$ cat config.mk
export PLATFORM = sky130hd
export DESIGN_NAME = mem_stage_unit
export DESIGN_NICKNAME = d
export VERILOG_FILES = /design/src/rtl/mem_stage_unit_pkg.sv /design/src/rtl/mem_stage_unit_mem_wb_reg.sv /design/src/rtl/mem_stage_unit.sv
export SDC_FILE = /design/constraint.sdc
export NUM_CORES = 1
export LEC_CHECK = 0
export ABC_AREA = 1
export CORE_ASPECT_RATIO = 0.6
export CORE_MARGIN = 2
export CORE_UTILIZATION = 39
export CTS_BUF_LIST = sky130_fd_sc_hd__clkbuf_16
export DETAILED_ROUTE_END_ITERATION = 6
export GPL_TIMING_DRIVEN = 0
export PLACE_DENSITY = 0.73
export REMOVE_ABC_BUFFERS = 1
export SLEW_MARGIN = 20
export SYNTH_ARGS = -nofsm -noshare
export SYNTH_HDL_FRONTEND = slang
export SYNTH_SLANG_ARGS = --single-unit
$ cat constraint.sdc
create_clock -name clk -period 1.3 [get_ports clk]
set_input_delay 0.13 -clock clk [delete_from_list [all_inputs] [get_ports clk]]
set_output_delay 0.13 -clock clk [all_outputs]
set_load 0.005 [all_outputs]
$ cat src/rtl/mem_stage_unit_pkg.sv
// rtl/mem_stage_unit_pkg.sv - shared constants and types for the MEM stage
package mem_stage_unit_pkg;

  // MEM-stage handshake FSM encoding
  typedef enum logic {
    ST_IDLE   = 1'b0,
    ST_ACCESS = 1'b1
  } state_t;

  localparam logic [31:0] WORD_ZERO              = 32'h0000_0000;
  localparam int          DEFAULT_TIMEOUT_CYCLES = 16;

endpackage

$ cat src/rtl/mem_stage_unit_mem_wb_reg.sv
// rtl/mem_stage_unit_mem_wb_reg.sv - MEM/WB pipeline register with load and bubble
//
// Purpose: holds the instruction handed to write-back.
//   load       : capture controls, destination and ALU result
//   load_rdata : with load, also capture rdata_d into read_data_q
//   bubble     : clear reg_write_q only, other fields hold
//   neither    : everything holds
// Ports: clk, rst (async active-low), load, load_rdata, bubble,
//        *_d inputs, *_q outputs.
module mem_wb_reg
  import mem_stage_unit_pkg::*;
(
  input  logic        clk,
  input  logic        rst,
  input  logic        load,
  input  logic        load_rdata,
  input  logic        bubble,
  input  logic        reg_write_d,
  input  logic        mem_to_reg_d,
  input  logic [4:0]  dst_d,
  input  logic [31:0] alu_result_d,
  input  logic [31:0] rdata_d,
  output logic        reg_write_q,
  output logic        mem_to_reg_q,
  output logic [4:0]  dst_q,
  output logic [31:0] alu_result_q,
  output logic [31:0] read_data_q
);

  always_ff @(posedge clk or negedge rst) begin
    if (!rst) begin
      reg_write_q  <= 1'b0;
      mem_to_reg_q <= 1'b0;
      dst_q        <= 5'd0;
      alu_result_q <= WORD_ZERO;
      read_data_q  <= WORD_ZERO;
    end else if (load) begin
      reg_write_q  <= reg_write_d;
      mem_to_reg_q <= mem_to_reg_d;
      dst_q        <= dst_d;
      alu_result_q <= alu_result_d;
      if (load_rdata) begin
        read_data_q <= rdata_d;
      end
    end else if (bubble) begin
      reg_write_q <= 1'b0;
    end
  end

endmodule

$ cat src/rtl/mem_stage_unit.sv
// rtl/mem_stage_unit.sv - MEM stage: data memory req/ack handshake, stall, MEM/WB
//
// Purpose: consumes EX/MEM outputs, drives a multi-cycle data memory,
//   stalls upstream while an access is outstanding, and feeds MEM/WB.
// Ports:
//   clk, rst (async active-low)
//   EX/MEM in : mem_read_in, mem_write_in, reg_write_in, mem_to_reg_in,
//               dst_in, alu_result_in, store_data_in
//   memory    : dmem_req, dmem_we, dmem_addr, dmem_wdata (registered),
//               dmem_rdata, dmem_ack
//   control   : stall_out (combinational), bus_err_out (one-cycle pulse)
//   MEM/WB    : reg_write_out, mem_to_reg_out, dst_out, alu_result_out,
//               read_data_out
// Build option: MISALIGN_TRAP_EN - refuse accesses with address bits [1:0]
//   non-zero and flag them on bus_err_out instead of issuing.
module mem_stage_unit
  import mem_stage_unit_pkg::*;
#(
  parameter int TIMEOUT_CYCLES = DEFAULT_TIMEOUT_CYCLES,
  parameter int CNT_W          = 5
) (
  input  logic        clk,
  input  logic        rst,
  input  logic        mem_read_in,
  input  logic        mem_write_in,
  input  logic        reg_write_in,
  input  logic        mem_to_reg_in,
  input  logic [4:0]  dst_in,
  input  logic [31:0] alu_result_in,
  input  logic [31:0] store_data_in,
  output logic        dmem_req,
  output logic        dmem_we,
  output logic [31:0] dmem_addr,
  output logic [31:0] dmem_wdata,
  input  logic [31:0] dmem_rdata,
  input  logic        dmem_ack,
  output logic        stall_out,
  output logic        bus_err_out,
  output logic        reg_write_out,
  output logic        mem_to_reg_out,
  output logic [4:0]  dst_out,
  output logic [31:0] alu_result_out,
  output logic [31:0] read_data_out
);

  state_t state, next_state;

  logic [CNT_W-1:0] cnt;
  logic             held_reg_write;
  logic             held_mem_to_reg;
  logic [4:0]       held_dst;

  logic access_req;
  logic misalign;
  logic timeout_hit;
  logic issue, complete, abort, trap;
  logic wb_load, wb_load_rdata, wb_bubble;

  logic        wb_reg_write;
  logic        wb_mem_to_reg;
  logic [4:0]  wb_dst;
  logic [31:0] wb_alu_result;

  assign access_req = mem_read_in | mem_write_in;

`ifdef MISALIGN_TRAP_EN
  assign misalign = |alu_result_in[1:0];
`else
  assign misalign = 1'b0;
`endif

  assign timeout_hit = (TIMEOUT_CYCLES != 0) && (cnt == CNT_W'(TIMEOUT_CYCLES));

  always_ff @(posedge clk or negedge rst) begin
    if (!rst) begin
      state <= ST_IDLE;
    end else begin
      state <= next_state;
    end
  end

  // Ack is checked before the timeout so a coincident ack completes normally.
  always_comb begin
    next_state    = state;
    issue         = 1'b0;
    complete      = 1'b0;
    abort         = 1'b0;
    trap          = 1'b0;
    stall_out     = 1'b0;
    wb_load       = 1'b0;
    wb_load_rdata = 1'b0;
    wb_bubble     = 1'b0;
    case (state)
      ST_IDLE: begin
        if (access_req) begin
          wb_bubble = 1'b1;
          if (misalign) begin
            trap = 1'b1;
          end else begin
            issue      = 1'b1;
            stall_out  = 1'b1;
            next_state = ST_ACCESS;
          end
        end else begin
          wb_load = 1'b1;
        end
      end
      ST_ACCESS: begin
        if (dmem_ack) begin
          complete      = 1'b1;
          wb_load       = 1'b1;
          wb_load_rdata = ~dmem_we;
          next_state    = ST_IDLE;
        end else if (timeout_hit) begin
          abort      = 1'b1;
          wb_bubble  = 1'b1;
          next_state = ST_IDLE;
        end else begin
          stall_out = 1'b1;
          wb_bubble = 1'b1;
        end
      end
      default: next_state = ST_IDLE;
    endcase
  end

  // The access request is latched at issue so completion does not rely on
  // EX/MEM staying frozen; dmem_addr doubles as the held ALU result.
  always_ff @(posedge clk or negedge rst) begin
    if (!rst) begin
      dmem_req        <= 1'b0;
      dmem_we         <= 1'b0;
      dmem_addr       <= WORD_ZERO;
      dmem_wdata      <= WORD_ZERO;
      bus_err_out     <= 1'b0;
      cnt             <= '0;
      held_reg_write  <= 1'b0;
      held_mem_to_reg <= 1'b0;
      held_dst        <= 5'd0;
    end else begin
      bus_err_out <= abort | trap;
      if (issue) begin
        dmem_req        <= 1'b1;
        dmem_we         <= mem_write_in;
        dmem_addr       <= alu_result_in;
        dmem_wdata      <= store_data_in;
        cnt             <= '0;
        held_reg_write  <= reg_write_in;
        held_mem_to_reg <= mem_to_reg_in;
        held_dst        <= dst_in;
      end else if (complete || abort) begin
        dmem_req <= 1'b0;
      end else if (state == ST_ACCESS) begin
        cnt <= cnt + CNT_W'(1);
      end
    end
  end

  always_comb begin
    if (state == ST_ACCESS) begin
      wb_reg_write  = held_reg_write;
      wb_mem_to_reg = held_mem_to_reg;
      wb_dst        = held_dst;
      wb_alu_result = dmem_addr;
    end else begin
      wb_reg_write  = reg_write_in;
      wb_mem_to_reg = mem_to_reg_in;
      wb_dst        = dst_in;
      wb_alu_result = alu_result_in;
    end
  end

  mem_wb_reg u_mem_wb_reg (
    .clk          (clk),
    .rst          (rst),
    .load         (wb_load),
    .load_rdata   (wb_load_rdata),
    .bubble       (wb_bubble),
    .reg_write_d  (wb_reg_write),
    .mem_to_reg_d (wb_mem_to_reg),
    .dst_d        (wb_dst),
    .alu_result_d (wb_alu_result),
    .rdata_d      (dmem_rdata),
    .reg_write_q  (reg_write_out),
    .mem_to_reg_q (mem_to_reg_out),
    .dst_q        (dst_out),
    .alu_result_q (alu_result_out),
    .read_data_q  (read_data_out)
  );

endmodule

==> results.ini <==
[clock_tree]
clk_latency_ps=420
htreeDepth=4
root_buffer=clkbuf_16
numCtsBuffers=17
cts.sinks=151
cts_tree=built
clkTransAtPathRegs_ps=70
clk_path_buf_depth=2

[drt]
wl_per_cell_um=18.1
dr.pass1.iters=5
wl_um=23000
routed_via_density=4.89
drc_errors=0
drtIter0Drc=525
ant_nets=0
via_count=6212

[job]
max_cap_violations=0

[final_layout]
nets=1165
final_layout_size_suffix_gt1_share_pct=14.3
syn2layout_area_growth_pct=69.8
num-fill-cells=1260
seqCellArea_um2=3780
multi_input_area_um2=2160
antenna-diode-count=0
stdcell_area_um2=10600

[sta]
hold_viol_final=0
timing.final.ws_setup_ps=-311
finalCriticalPeriod_ps=1610
finalCritPeriodShare_pct=124
slew_violations=0
setup_viol=141
whs_ps=236
rsz0062_at_grt=yes
timing.fmax_mhz=621
max_slew_margin_pct=61.7
tightestPinTransition_ps=575
fin_worst_skew_ps=13.1

[hold_path]
hold_end=dmem_wdata[3]
whs_path_depth=3
min_from=store_data_in[3]
hold_class=input port to flip-flop

[critical_path]
worstPathRequired_ps=1650
slowest_delay_ps=510
startpoint_type=flip-flop
critical_path_buf_inv_count=7
reg2reg_from=state
crit_family=buffers and inverters
critPathKind=flip-flop to flip-flop
end_kind=flip-flop
slowest_stage=dfrtp_4
rrSetupSlack_ps=-310
worstReg2RegEnd=u_mem_wb_reg.alu_result_q[14]
cp.arrival_ps=1960
path_cells=inv_6 -> o21ai_4 -> buf_16 -> buf_16 -> inv_16 -> nor2_4 -> buf_12 -> buf_12 -> inv_8 -> nand2_1 -> nand2_1
cp_max_fo=5
reg2reg_depth=11

[global_routing]
grt_pass1_vias=6031
grt_usage_pct=26.8
grt_overflow=0
antenna_found_initial=0
grt_max_degree=81
grt_pass1_wl_um=34600

[placement]
place_hpwl_um=11400
dpl_cell_area_um2=8920
gp_congestion=0.801
numPortBuffers=246

[synth]
syn_avg_cell_area_um2=8.38
synth_cells=743
syn_area_um2=6230
ys_warn_count=0
ys_types=21
seq_area_frac_synth_pct=60.7
synth-seq-cells=151

[status]
violations=setup timing
outcome=finished, violations left

[pwr]
power_density_nw_per_um2=2060
leakagePower_nw=5.63
ir_worst_vdd_v=0.00103

[die]
std_cell_rows=35
die-area_um2=17000
dieHeight_um=102
ios=247
coreArea_um2=15500
start_util_pct=40.3
die_x_um=167

routing by layer:
metal / routed length (um) / track usage, % / vias up / part of all wire (%)
li1: - / - / 2922 / -
met1: 10900 / 38.8 / 2989 / 48
met2: 9980 / 40.5 / 277 / 43
met3: 1810 / 6.93 / 24 / 7.9
met4: 246 / 7.17 / 0 / 1.1
met5: 0 / 0 / - / 0
worst reg2reg max path, cell delays in order, from the launching register on:
cell and delay (ps):
dfrtp_4 510, inv_6 80, o21ai_4 70, buf_16 150, buf_16 140, inv_16 70, nor2_4 50, buf_12 140
buf_12 150, inv_8 80, nand2_1 50, nand2_1 60
cell usage in the layout (no fill, tap or decap), types with 8 or more instances in the layout:
cell type / netlist / layout
inv_1: 75 / 75
buf_16: 0 / 11
clkbuf_16: 0 / 19
nand3_1: 12 / 11
nand2_1: 341 / 327
dlygate4sd2_1: 0 / 138
clkdlybuf4s50_1: 0 / 106
buf_12: 0 / 11
buf_4: 3 / 36
buf_6: 1 / 13
o21ai_2: 1 / 8
dfrtp_1: 151 / 149
nand2_2: 0 / 10
o21ai_0: 76 / 57
o21ai_1: 32 / 43
power by group:
part | total, mW | internal, mW | switching [mW] | leakage (nW)
logic | 9.01 | 4.61 | 4.40 | 3.47
clock network | 5.09 | 3.03 | 2.06 | 0.289
registers | 7.67 | 6.59 | 1.09 | 1.87
cell usage after synthesis:
| cell | instances | area share (%) |
|---|---|---|
| nor2_2 | 1 | 0.10 |
| o21ai_1 | 32 | 2.6 |
| nand2_1 | 341 | 21 |
| buf_6 | 1 | 0.18 |
| inv_1 | 75 | 4.5 |
| buf_4 | 3 | 0.36 |
| nand4_1 | 3 | 0.30 |
| or2_1 | 1 | 0.10 |
| nand3_1 | 12 | 0.96 |
| nor2_1 | 3 | 0.18 |
| o21ai_0 | 76 | 6.1 |
| inv_2 | 3 | 0.18 |
| buf_1 | 5 | 0.30 |
| nor2_4 | 1 | 0.18 |
| dfrtp_1 | 151 | 61 |
| xor2_1 | 1 | 0.14 |
| buf_2 | 7 | 0.56 |
| ha_1 | 2 | 0.40 |
| a21oi_1 | 1 | 0.080 |
| o21ai_2 | 1 | 0.14 |
| clkbuf_1 | 23 | 1.4 |
worst max path at each step:
stage,cells past startpoint,slack [ps],to,from
2_1_floorplan,7,-3290,u_mem_wb_reg.alu_result_q[0],state
3_3_place_gp,7,-6280,u_mem_wb_reg.alu_result_q[28],state
3_5_place_dp,9,-2970,u_mem_wb_reg.alu_result_q[13],state
4_1_cts,6,-290,stall_out,cnt[1]
5_1_grt,6,-350,stall_out,state
6_report,11,-310,u_mem_wb_reg.alu_result_q[14],state
kinds of logic (layout without fill, tap and decap cells):
group / count (synthesis) / after routing / share of synthesized area (%)
and+or+nand+nor: 362 / 365 / 22.4
DFF: 151 / 151 / 60.7
buffers and inverters: 117 / 438 / 7.49
AOI/OAI and AO/OA: 110 / 111 / 8.90
adders and majority gates: 2 / 2 / 0.402
xor gates and xnor gates: 1 / 1 / 0.141
through the flow:
stage          total power [mW]  setup TNS [ps]  worst slack [ps]  cells  util, %
3_5_place_dp               15.4         -206510             -2970   1158     57.7
2_1_floorplan              10.3         -325430             -3290    704        -
6_report                   21.8          -27150              -311   1271     68.4
4_1_cts                    21.3          -24370              -289   1262     67.2
3_3_place_gp               15.2        -1536000             -6280   1153     56.7
5_1_grt                    23.0          -33590              -346   1271     68.4
area by class of cell:
type | instances | area share [%]
repair inverters | 6 | 0.769
flip-flops and latches | 151 | 35.8
repair buffers | 322 | 31.8
multi-input cells | 479 | 20.4
well taps | 203 | 2.40
clock buffers | 17 | 4.02
inverters | 78 | 3.09
clock inverters | 15 | 1.67
timing repair:
action,CTS,global route
pin swaps,6,4
gates cloned,19,1
gates resized for setup,227,29
setup endpoints to repair,290,143
buffers inserted,52,8
hold endpoints to repair,71,0
hold buffers,1,0
(Power assumes the default switching activity.)
